File: config.mk
export PLATFORM = sky130hd
export DESIGN_NAME = axi_lite_reg_bank_flat
export DESIGN_NICKNAME = d
export VERILOG_FILES = /design/src/rtl/axi_lite_reg_bank_if.sv /design/src/rtl/axi_lite_reg_bank.sv /design/src/flat_wrapper.sv
export SDC_FILE = /design/constraint.sdc
export NUM_CORES = 1
export LEC_CHECK = 0
export CAP_MARGIN = 5
export CORE_AREA = 2 2 242 244
export CTS_BUF_LIST = sky130_fd_sc_hd__clkbuf_4 sky130_fd_sc_hd__clkbuf_8 sky130_fd_sc_hd__clkbuf_16
export CTS_CLUSTER_SIZE = 14
export DETAILED_ROUTE_END_ITERATION = 12
export DIE_AREA = 0 0 244 246
export GPL_ROUTABILITY_DRIVEN = 0
export PLACE_DENSITY = 0.53
export RECOVER_POWER = 100
export SYNTH_ARGS = -nofsm -noshare
export SYNTH_HDL_FRONTEND = slang
export SYNTH_SLANG_ARGS = --single-unit
File: constraint.sdc
create_clock -name clk -period 3.4 [get_ports clk]
set_input_delay 0.68 -clock clk [delete_from_list [all_inputs] [get_ports clk]]
set_output_delay 0.68 -clock clk [all_outputs]
set_load 0.005 [all_outputs]
File: src/rtl/axi_lite_reg_bank_if.sv
// AXI-Lite bus bundle for axi_lite_reg_bank: AW, W, B, AR and R channels.
// master drives requests and accepts responses; slave is the register bank.
interface axi_lite_reg_bank_if #(
  parameter int unsigned ADDR_WIDTH = 8,
  parameter int unsigned DATA_WIDTH = 32
);
  localparam int unsigned STRB_W = DATA_WIDTH / 8;

  logic [ADDR_WIDTH-1:0] s_axi_awaddr;
  logic                  s_axi_awvalid;
  logic                  s_axi_awready;
  logic [DATA_WIDTH-1:0] s_axi_wdata;
  logic [STRB_W-1:0]     s_axi_wstrb;
  logic                  s_axi_wvalid;
  logic                  s_axi_wready;
  logic [1:0]            s_axi_bresp;
  logic                  s_axi_bvalid;
  logic                  s_axi_bready;
  logic [ADDR_WIDTH-1:0] s_axi_araddr;
  logic                  s_axi_arvalid;
  logic                  s_axi_arready;
  logic [DATA_WIDTH-1:0] s_axi_rdata;
  logic [1:0]            s_axi_rresp;
  logic                  s_axi_rvalid;
  logic                  s_axi_rready;

  modport master (
    output s_axi_awaddr, s_axi_awvalid, s_axi_wdata, s_axi_wstrb, s_axi_wvalid, s_axi_bready,
    output s_axi_araddr, s_axi_arvalid, s_axi_rready,
    input  s_axi_awready, s_axi_wready, s_axi_bresp, s_axi_bvalid,
    input  s_axi_arready, s_axi_rdata, s_axi_rresp, s_axi_rvalid
  );

  modport slave (
    input  s_axi_awaddr, s_axi_awvalid, s_axi_wdata, s_axi_wstrb, s_axi_wvalid, s_axi_bready,
    input  s_axi_araddr, s_axi_arvalid, s_axi_rready,
    output s_axi_awready, s_axi_wready, s_axi_bresp, s_axi_bvalid,
    output s_axi_arready, s_axi_rdata, s_axi_rresp, s_axi_rvalid
  );
endinterface

File: src/rtl/axi_lite_reg_bank.sv
// axi_lite_reg_bank: parametrised AXI-Lite slave register bank.
// AW and W are captured independently and committed together with byte enables; RO slots
// read from status_in; each RW commit raises a one-cycle wr_pulse for that register.
// Optional feature macro: AXI_LITE_ERR_EN (SLVERR for RO writes, DECERR out of range).
// Without it every response is OKAY and discarded writes are silent.
module axi_lite_reg_bank #(
  parameter int unsigned          ADDR_WIDTH = 8,
  parameter int unsigned          DATA_WIDTH = 32,
  parameter int unsigned          REG_COUNT  = 8,
  parameter logic [REG_COUNT-1:0] RO_MASK    = '0
) (
  input  logic                            clk,
  input  logic                            rst,
  axi_lite_reg_bank_if.slave              s_axi,
  output logic [REG_COUNT*DATA_WIDTH-1:0] reg_out,
  input  logic [REG_COUNT*DATA_WIDTH-1:0] status_in,
  output logic [REG_COUNT-1:0]            wr_pulse
);
  localparam int unsigned STRB_W = DATA_WIDTH / 8;
  localparam int unsigned IDX_W  = ADDR_WIDTH - 2;

  localparam logic [1:0] RespOkay   = 2'b00;
  localparam logic [1:0] RespSlvErr = 2'b10;
  localparam logic [1:0] RespDecErr = 2'b11;

  // Write-side state
  logic [IDX_W-1:0]      r_aw_idx;
  logic                  r_aw_held;
  logic [DATA_WIDTH-1:0] r_wdata;
  logic [STRB_W-1:0]     r_wstrb;
  logic                  r_w_held;
  logic                  r_bvalid;
  logic [1:0]            r_bresp;
  logic [REG_COUNT-1:0]  r_wr_pulse;
  logic [DATA_WIDTH-1:0] r_regs [REG_COUNT];

  // Read-side state
  logic                  r_rvalid;
  logic [1:0]            r_rresp;
  logic [DATA_WIDTH-1:0] r_rdata;

  // Handshakes and decode
  logic                  w_awready;
  logic                  w_wready;
  logic                  w_arready;
  logic                  w_aw_hs;
  logic                  w_w_hs;
  logic                  w_b_hs;
  logic                  w_ar_hs;
  logic                  w_r_hs;
  logic                  w_commit;
  logic [IDX_W-1:0]      w_ar_idx;
  logic [REG_COUNT-1:0]  w_wr_sel;
  logic                  w_wr_ro;
  logic                  w_wr_oob;
  logic [1:0]            w_bresp;
  logic [DATA_WIDTH-1:0] w_rd_data;
  logic                  w_rd_oob;
  logic [1:0]            w_rresp;
  logic                  w_unused;

  // Readies depend only on registered flags, so they never combinationally follow a valid.
  assign w_awready = !r_aw_held && !r_bvalid;
  assign w_wready  = !r_w_held && !r_bvalid;
  assign w_arready = !r_rvalid;

  assign w_aw_hs  = s_axi.s_axi_awvalid && w_awready;
  assign w_w_hs   = s_axi.s_axi_wvalid && w_wready;
  assign w_b_hs   = r_bvalid && s_axi.s_axi_bready;
  assign w_ar_hs  = s_axi.s_axi_arvalid && w_arready;
  assign w_r_hs   = r_rvalid && s_axi.s_axi_rready;
  assign w_commit = r_aw_held && r_w_held && !r_bvalid;

  assign w_ar_idx = s_axi.s_axi_araddr[ADDR_WIDTH-1:2];

  // Byte-offset bits of both addresses are don't-care.
  assign w_unused = ^{s_axi.s_axi_awaddr[1:0], s_axi.s_axi_araddr[1:0]};

  assign s_axi.s_axi_awready = w_awready;
  assign s_axi.s_axi_wready  = w_wready;
  assign s_axi.s_axi_bvalid  = r_bvalid;
  assign s_axi.s_axi_bresp   = r_bresp;
  assign s_axi.s_axi_arready = w_arready;
  assign s_axi.s_axi_rvalid  = r_rvalid;
  assign s_axi.s_axi_rresp   = r_rresp;
  assign s_axi.s_axi_rdata   = r_rdata;
  assign wr_pulse            = r_wr_pulse;

  // Decode the held write index into an RW select, an RO hit or out-of-range.
  always_comb begin
    w_wr_sel = '0;
    w_wr_ro  = 1'b0;
    w_wr_oob = 1'b1;
    for (int i = 0; i < int'(REG_COUNT); i++) begin
      if (r_aw_idx == IDX_W'(i)) begin
        w_wr_oob = 1'b0;
        if (RO_MASK[i]) begin
          w_wr_ro = 1'b1;
        end else begin
          w_wr_sel[i] = 1'b1;
        end
      end
    end
  end

  // Write response code for the pending commit.
  always_comb begin
    w_bresp = RespOkay;
`ifdef AXI_LITE_ERR_EN
    if (w_wr_oob) begin
      w_bresp = RespDecErr;
    end else if (w_wr_ro) begin
      w_bresp = RespSlvErr;
    end
`endif
  end

  // Read mux: RW slots return the stored value (pre-write on a same-edge commit),
  // RO slots return the live status slice captured at the AR edge.
  always_comb begin
    w_rd_data = '0;
    w_rd_oob  = 1'b1;
    for (int i = 0; i < int'(REG_COUNT); i++) begin
      if (w_ar_idx == IDX_W'(i)) begin
        w_rd_oob  = 1'b0;
        w_rd_data = RO_MASK[i] ? status_in[i*DATA_WIDTH +: DATA_WIDTH] : r_regs[i];
      end
    end
  end

  // Read response code.
  always_comb begin
    w_rresp = RespOkay;
`ifdef AXI_LITE_ERR_EN
    if (w_rd_oob) begin
      w_rresp = RespDecErr;
    end
`endif
  end

  // Flatten register storage; RO slots are never written and stay zero.
  always_comb begin
    reg_out = '0;
    for (int i = 0; i < int'(REG_COUNT); i++) begin
      reg_out[i*DATA_WIDTH +: DATA_WIDTH] = r_regs[i];
    end
  end

  // AW capture: latch the index, release the slot on commit.
  always_ff @(posedge clk) begin
    if (rst) begin
      r_aw_held <= 1'b0;
      r_aw_idx  <= '0;
    end else if (w_aw_hs) begin
      r_aw_held <= 1'b1;
      r_aw_idx  <= s_axi.s_axi_awaddr[ADDR_WIDTH-1:2];
    end else if (w_commit) begin
      r_aw_held <= 1'b0;
    end
  end

  // W capture: latch data and strobes, release the slot on commit.
  always_ff @(posedge clk) begin
    if (rst) begin
      r_w_held <= 1'b0;
      r_wdata  <= '0;
      r_wstrb  <= '0;
    end else if (w_w_hs) begin
      r_w_held <= 1'b1;
      r_wdata  <= s_axi.s_axi_wdata;
      r_wstrb  <= s_axi.s_axi_wstrb;
    end else if (w_commit) begin
      r_w_held <= 1'b0;
    end
  end

  // B channel: raise on commit, hold response until bready.
  always_ff @(posedge clk) begin
    if (rst) begin
      r_bvalid <= 1'b0;
      r_bresp  <= RespOkay;
    end else if (w_commit) begin
      r_bvalid <= 1'b1;
      r_bresp  <= w_bresp;
    end else if (w_b_hs) begin
      r_bvalid <= 1'b0;
    end
  end

  // Register storage: byte-lane merge on commit for the selected RW register.
  always_ff @(posedge clk) begin
    if (rst) begin
      for (int i = 0; i < int'(REG_COUNT); i++) begin
        r_regs[i] <= '0;
      end
    end else if (w_commit) begin
      for (int i = 0; i < int'(REG_COUNT); i++) begin
        for (int k = 0; k < int'(STRB_W); k++) begin
          if (w_wr_sel[i] && r_wstrb[k]) begin
            r_regs[i][8*k +: 8] <= r_wdata[8*k +: 8];
          end
        end
      end
    end
  end

  // Per-register commit strobe, one cycle wide, RW in-range targets only.
  always_ff @(posedge clk) begin
    if (rst) begin
      r_wr_pulse <= '0;
    end else begin
      r_wr_pulse <= w_commit ? w_wr_sel : '0;
    end
  end

  // R channel: capture data on AR handshake, hold until rready.
  always_ff @(posedge clk) begin
    if (rst) begin
      r_rvalid <= 1'b0;
      r_rresp  <= RespOkay;
      r_rdata  <= '0;
    end else if (w_ar_hs) begin
      r_rvalid <= 1'b1;
      r_rresp  <= w_rresp;
      r_rdata  <= w_rd_data;
    end else if (w_r_hs) begin
      r_rvalid <= 1'b0;
    end
  end
endmodule

File: src/flat_wrapper.sv
// flat-port wrapper written by rule: the top's interface ports become plain ports
module axi_lite_reg_bank_flat 
#(
  parameter int unsigned          ADDR_WIDTH = 8,
  parameter int unsigned          DATA_WIDTH = 32,
  parameter int unsigned          REG_COUNT  = 8,
  parameter logic [REG_COUNT-1:0] RO_MASK    = '0
)
  (clk, rst, reg_out, status_in, wr_pulse, s_axi_s_axi_awaddr, s_axi_s_axi_awvalid, s_axi_s_axi_wdata, s_axi_s_axi_wstrb, s_axi_s_axi_wvalid, s_axi_s_axi_bready, s_axi_s_axi_araddr, s_axi_s_axi_arvalid, s_axi_s_axi_rready, s_axi_s_axi_awready, s_axi_s_axi_wready, s_axi_s_axi_bresp, s_axi_s_axi_bvalid, s_axi_s_axi_arready, s_axi_s_axi_rdata, s_axi_s_axi_rresp, s_axi_s_axi_rvalid);
  axi_lite_reg_bank_if #(.ADDR_WIDTH(ADDR_WIDTH), .DATA_WIDTH(DATA_WIDTH)) s_axi_i ();
  input  logic clk;
  input  logic rst;
  output logic [REG_COUNT*DATA_WIDTH-1:0] reg_out;
  input  logic [REG_COUNT*DATA_WIDTH-1:0] status_in;
  output logic [REG_COUNT-1:0] wr_pulse;
  input wire logic [$bits(s_axi_i.s_axi_awaddr)-1:0] s_axi_s_axi_awaddr;
  input wire logic [$bits(s_axi_i.s_axi_awvalid)-1:0] s_axi_s_axi_awvalid;
  input wire logic [$bits(s_axi_i.s_axi_wdata)-1:0] s_axi_s_axi_wdata;
  input wire logic [$bits(s_axi_i.s_axi_wstrb)-1:0] s_axi_s_axi_wstrb;
  input wire logic [$bits(s_axi_i.s_axi_wvalid)-1:0] s_axi_s_axi_wvalid;
  input wire logic [$bits(s_axi_i.s_axi_bready)-1:0] s_axi_s_axi_bready;
  input wire logic [$bits(s_axi_i.s_axi_araddr)-1:0] s_axi_s_axi_araddr;
  input wire logic [$bits(s_axi_i.s_axi_arvalid)-1:0] s_axi_s_axi_arvalid;
  input wire logic [$bits(s_axi_i.s_axi_rready)-1:0] s_axi_s_axi_rready;
  output wire logic [$bits(s_axi_i.s_axi_awready)-1:0] s_axi_s_axi_awready;
  output wire logic [$bits(s_axi_i.s_axi_wready)-1:0] s_axi_s_axi_wready;
  output wire logic [$bits(s_axi_i.s_axi_bresp)-1:0] s_axi_s_axi_bresp;
  output wire logic [$bits(s_axi_i.s_axi_bvalid)-1:0] s_axi_s_axi_bvalid;
  output wire logic [$bits(s_axi_i.s_axi_arready)-1:0] s_axi_s_axi_arready;
  output wire logic [$bits(s_axi_i.s_axi_rdata)-1:0] s_axi_s_axi_rdata;
  output wire logic [$bits(s_axi_i.s_axi_rresp)-1:0] s_axi_s_axi_rresp;
  output wire logic [$bits(s_axi_i.s_axi_rvalid)-1:0] s_axi_s_axi_rvalid;
  assign s_axi_i.s_axi_awaddr = s_axi_s_axi_awaddr;
  assign s_axi_i.s_axi_awvalid = s_axi_s_axi_awvalid;
  assign s_axi_i.s_axi_wdata = s_axi_s_axi_wdata;
  assign s_axi_i.s_axi_wstrb = s_axi_s_axi_wstrb;
  assign s_axi_i.s_axi_wvalid = s_axi_s_axi_wvalid;
  assign s_axi_i.s_axi_bready = s_axi_s_axi_bready;
  assign s_axi_i.s_axi_araddr = s_axi_s_axi_araddr;
  assign s_axi_i.s_axi_arvalid = s_axi_s_axi_arvalid;
  assign s_axi_i.s_axi_rready = s_axi_s_axi_rready;
  assign s_axi_s_axi_awready = s_axi_i.s_axi_awready;
  assign s_axi_s_axi_wready = s_axi_i.s_axi_wready;
  assign s_axi_s_axi_bresp = s_axi_i.s_axi_bresp;
  assign s_axi_s_axi_bvalid = s_axi_i.s_axi_bvalid;
  assign s_axi_s_axi_arready = s_axi_i.s_axi_arready;
  assign s_axi_s_axi_rdata = s_axi_i.s_axi_rdata;
  assign s_axi_s_axi_rresp = s_axi_i.s_axi_rresp;
  assign s_axi_s_axi_rvalid = s_axi_i.s_axi_rvalid;
  axi_lite_reg_bank #(.ADDR_WIDTH(ADDR_WIDTH), .DATA_WIDTH(DATA_WIDTH), .REG_COUNT(REG_COUNT), .RO_MASK(RO_MASK)) u_core (.clk(clk), .rst(rst), .s_axi(s_axi_i), .reg_out(reg_out), .status_in(status_in), .wr_pulse(wr_pulse));
endmodule
==> results.toml <==
[outcome]
status = "finished, violations left"
violations = "capacitance limit, slew limit"

[min_path]
holdPathEnd = "u_core.r_wdata[7]$_SDFFE_PP0P_"
hp-class = "reg2reg"
holdPathStages = 2
min_from = "u_core.r_wdata[7]$_SDFFE_PP0P_"

[sta]
whs_ns = 0.4566
tightest_slew_ns = 1.898
fmaxAchievable_mhz = 339.7
max_slew_margin_pct = -26.50
min_period_over_period_pct = 86.58
fin_worst_skew_ns = 0.02096
hold_viol = 0
fin_crit_ns = 2.944
rsz0062_at_grt = "false"
setup_viol = 0
setup-tns-final_ns = 0
maxSlewViolCount = 61

[pwr]
power_frac_clock_pct = 45.9
swShare_pct = 23.58
p_leak_nw = 7.660
switchingPower_mw = 2.470
power.internal_mw = 8.006
p_seq_share_pct = 45.6
vdd_drop_max_mv = 0.2713
power.density_nw_per_um2 = 510.4
combPwrFrac_pct = 8.5

[global_routing]
met2_usage_pct = 33.40
globalRouteOverflowTotal = 0
grtUsageMet1_pct = 24.78
grt_pass1_wl_um = 85030
grt.busiest_layer = "met2"
antenna_found_initial = 2
grt_start_max_net_pins = 38
gr-usage-met3_pct = 5.512
gr-usage-all-layers_pct = 19.68
grt_pass1_vias = 11730

[place]
dpl.hpwl_um = 44380
portBuffers = 355
dpl_cell_area_um2 = 19070
dp.cells = 2363

[synth]
avgSynthCellArea_um2 = 11.40
syn_inst = 1259
ys_seq_elements = 342
yosys_warnings = 0
synth_edf_count = 256
synthArstFlopShare_pct = 0
synthFlopType = "edfxtp_1"
syn_area_um2 = 14350
yosysSeqAreaShare_pct = 65.57
ys_types = 54

[floorplanning]
core-area_um2 = 57370
fp.dieH_um = 246
die_x_um = 244
num_rows = 88
ios = 620
die-area_um2 = 60020
start_util_pct = 25.01

[cts]
clkLatencyLatePin_ns = 0.57
cts-root-buf = "clkbuf_16"
cts.path.max_buffers = 3
post_cts_buffers = 0
cts_tree = "done"
cts_hold_buf = 0
ctsResizeCount = 0
h-tree-depth = 2
path_clk_slew_ns = 0.05
clock-sinks = 342
numCtsBuffers = 42

[detailed_routing]
wl_um = 60340
initialDrtViolationCount = 883
drc = 0
firstDrtPassIters = 5
wire_per_inst_um = 24.70
postRouteAntennaNets = 0
vias = 11610
vias_per_cell = 4.752

[finish]
areaGrowthSynthToFinish_pct = 43.04
design_area_um2 = 20520
final_layout_size_suffix_gt1_share_pct = 10.08
fill_cells = 5685
layout.cells.non_filler = 2443
nets = 1957

[setup_path]
rrSetupSlack_ns = 0.56
rr_worst_depth = 6
path_class = "in2reg"
r2r_start = "u_core.r_aw_idx[2]$_SDFFE_PP0P_"
worstPathArrival_ns = 3.13
crit_required_ns = 3.59
r2r-end = "u_core.r_regs[0][73]$_SDFFCE_PN0P_"
cp_max_fo = 29
crit_path_start_kind = "input port"
worstSetupEndpointType = "register"

[run]
maxCapViolations = 2
flip-flops by register name (all words and copies together) (netlist names):
register / count
u_core.r_w_held: 1
u_core.s_axi.s_axi_rdata: 32
u_core.s_axi.s_axi_bvalid: 1
u_core.s_axi.s_axi_rvalid: 1
u_core.r_wstrb: 4
u_core.r_regs: 256
u_core.r_aw_idx: 6
u_core.r_wdata: 32
u_core.wr_pulse: 8
u_core.r_aw_held: 1
cells by family after synthesis:
kind of cell | after synthesis | share of synthesized area, %
compound gates | 245 | 12.55
buf+inv | 121 | 3.767
flops | 342 | 65.57
mux | 17 | 1.195
other cells | 1 | 0.02613
simple gates | 533 | 16.89
critical path, cell delays in order:
cell	delay [ns]
clkbuf_1	1.32
clkbuf_1	0.53
nand2b_1	0.55
routing by layer:
layer  wire length [um]  vias to the layer above
met1              25390                     5769
met2              29170                      449
met4               1119                        0
met3               4664                       72
li1                   -                     5319
met5                  0                        -
cell usage in the layout, fill, tap and decap left out, drive strengths merged, types with 9 or more instances in the layout:
cell type and instances:
edfxtp 256, clkbuf 67, nor3 13, mux2i 16, nor2 218, buf 60, o21bai 9, nand2 158
nand2b 65, nand3 28, a221o 30, inv 39, a221oi 29, a211oi 28, dlygate4sd3 302, o21ai 54
or3 29, o211ai 25, dfxtp 86, clkinv 11, clkdlybuf4s50 50, a21oi 49
power groups by stage:
stage / combinational [mW] / sequential [mW] / clock (mW)
floorplan: 0.359 / 4.83 / 0
global placement: 0.954 / 4.87 / 0
detailed placement: 0.959 / 4.87 / 0
CTS: 0.963 / 4.78 / 4.92
global route: 0.971 / 4.79 / 5.08
finish: 0.894 / 4.78 / 4.81
cell usage after synthesis, types with 2 or more instances:
cell type | number | area (um^2)
edfxtp_1 | 256 | 7687
nor2_1 | 214 | 803.3
nand2_1 | 158 | 593.1
dfxtp_1 | 86 | 1722
nand2b_1 | 64 | 400.4
clkbuf_1 | 61 | 229.0
o21ai_0 | 54 | 270.3
a21oi_1 | 49 | 245.2
inv_1 | 38 | 142.6
a221o_1 | 30 | 300.3
a221oi_1 | 29 | 254.0
or3_1 | 29 | 181.4
nand3_1 | 28 | 140.1
o211ai_1 | 25 | 187.7
a211oi_2 | 22 | 275.3
mux2i_1 | 16 | 160.2
nor3_1 | 12 | 60.06
buf_2 | 9 | 45.04
o21bai_1 | 9 | 67.56
o22ai_1 | 7 | 43.79
a211oi_1 | 6 | 45.04
buf_6 | 6 | 67.56
a22oi_1 | 5 | 37.54
buf_4 | 5 | 37.54
and3_1 | 4 | 25.02
nor4_1 | 3 | 18.77
a32oi_1 | 2 | 17.52
and2_1 | 2 | 12.51
nand3b_1 | 2 | 15.01
nor2_8 | 2 | 40.04
nor2b_1 | 2 | 12.51
o32ai_1 | 2 | 17.52
how the worst max path moves through the flow:
stage,endpoint,slack (ns),cells past startpoint,from
finish,u_core.r_regs[1][15]$_SDFFCE_PN0P_,0.46,3,rst
global route,u_core.r_regs[1][15]$_SDFFCE_PN0P_,0.28,3,rst
CTS,u_core.s_axi.s_axi_rdata[10]$_SDFFE_PP0P_,0.76,6,s_axi_s_axi_araddr[6]
detailed placement,u_core.s_axi.s_axi_rdata[10]$_SDFFE_PP0P_,0.18,6,s_axi_s_axi_araddr[6]
global placement,u_core.s_axi.s_axi_rdata[30]$_SDFFE_PP0P_,0.21,6,s_axi_s_axi_araddr[6]
floorplan,u_core.s_axi.s_axi_rdata[0]$_SDFFE_PP0P_,1.27,8,s_axi_s_axi_araddr[5]
layout make-up:
class / count / area, um^2 / area share [%]
timing repair buffer: 419 / 4073 / 19.84
multi-input combinational: 799 / 4432 / 21.59
antenna: 2 / 5.005 / 0.02438
clock inverter: 18 / 201.4 / 0.9815
clock buffer: 60 / 1305 / 6.358
sequential: 342 / 9409 / 45.84
inverter: 38 / 142.6 / 0.6950
tap: 765 / 957.2 / 4.663
metrics by stage:
stage / worst slack, ns / util, % / power (mW)
after CTS: 0.7552 / 35.87 / 10.67
after global routing: 0.2831 / 35.78 / 10.84
after detailed placement: 0.1750 / 33.24 / 5.830
final: 0.4561 / 35.78 / 10.48
after global placement: 0.2109 / 33.24 / 5.822
after floorplan: 1.266 / - / 5.188
Note: power is estimated with default switching activity, not from simulation.
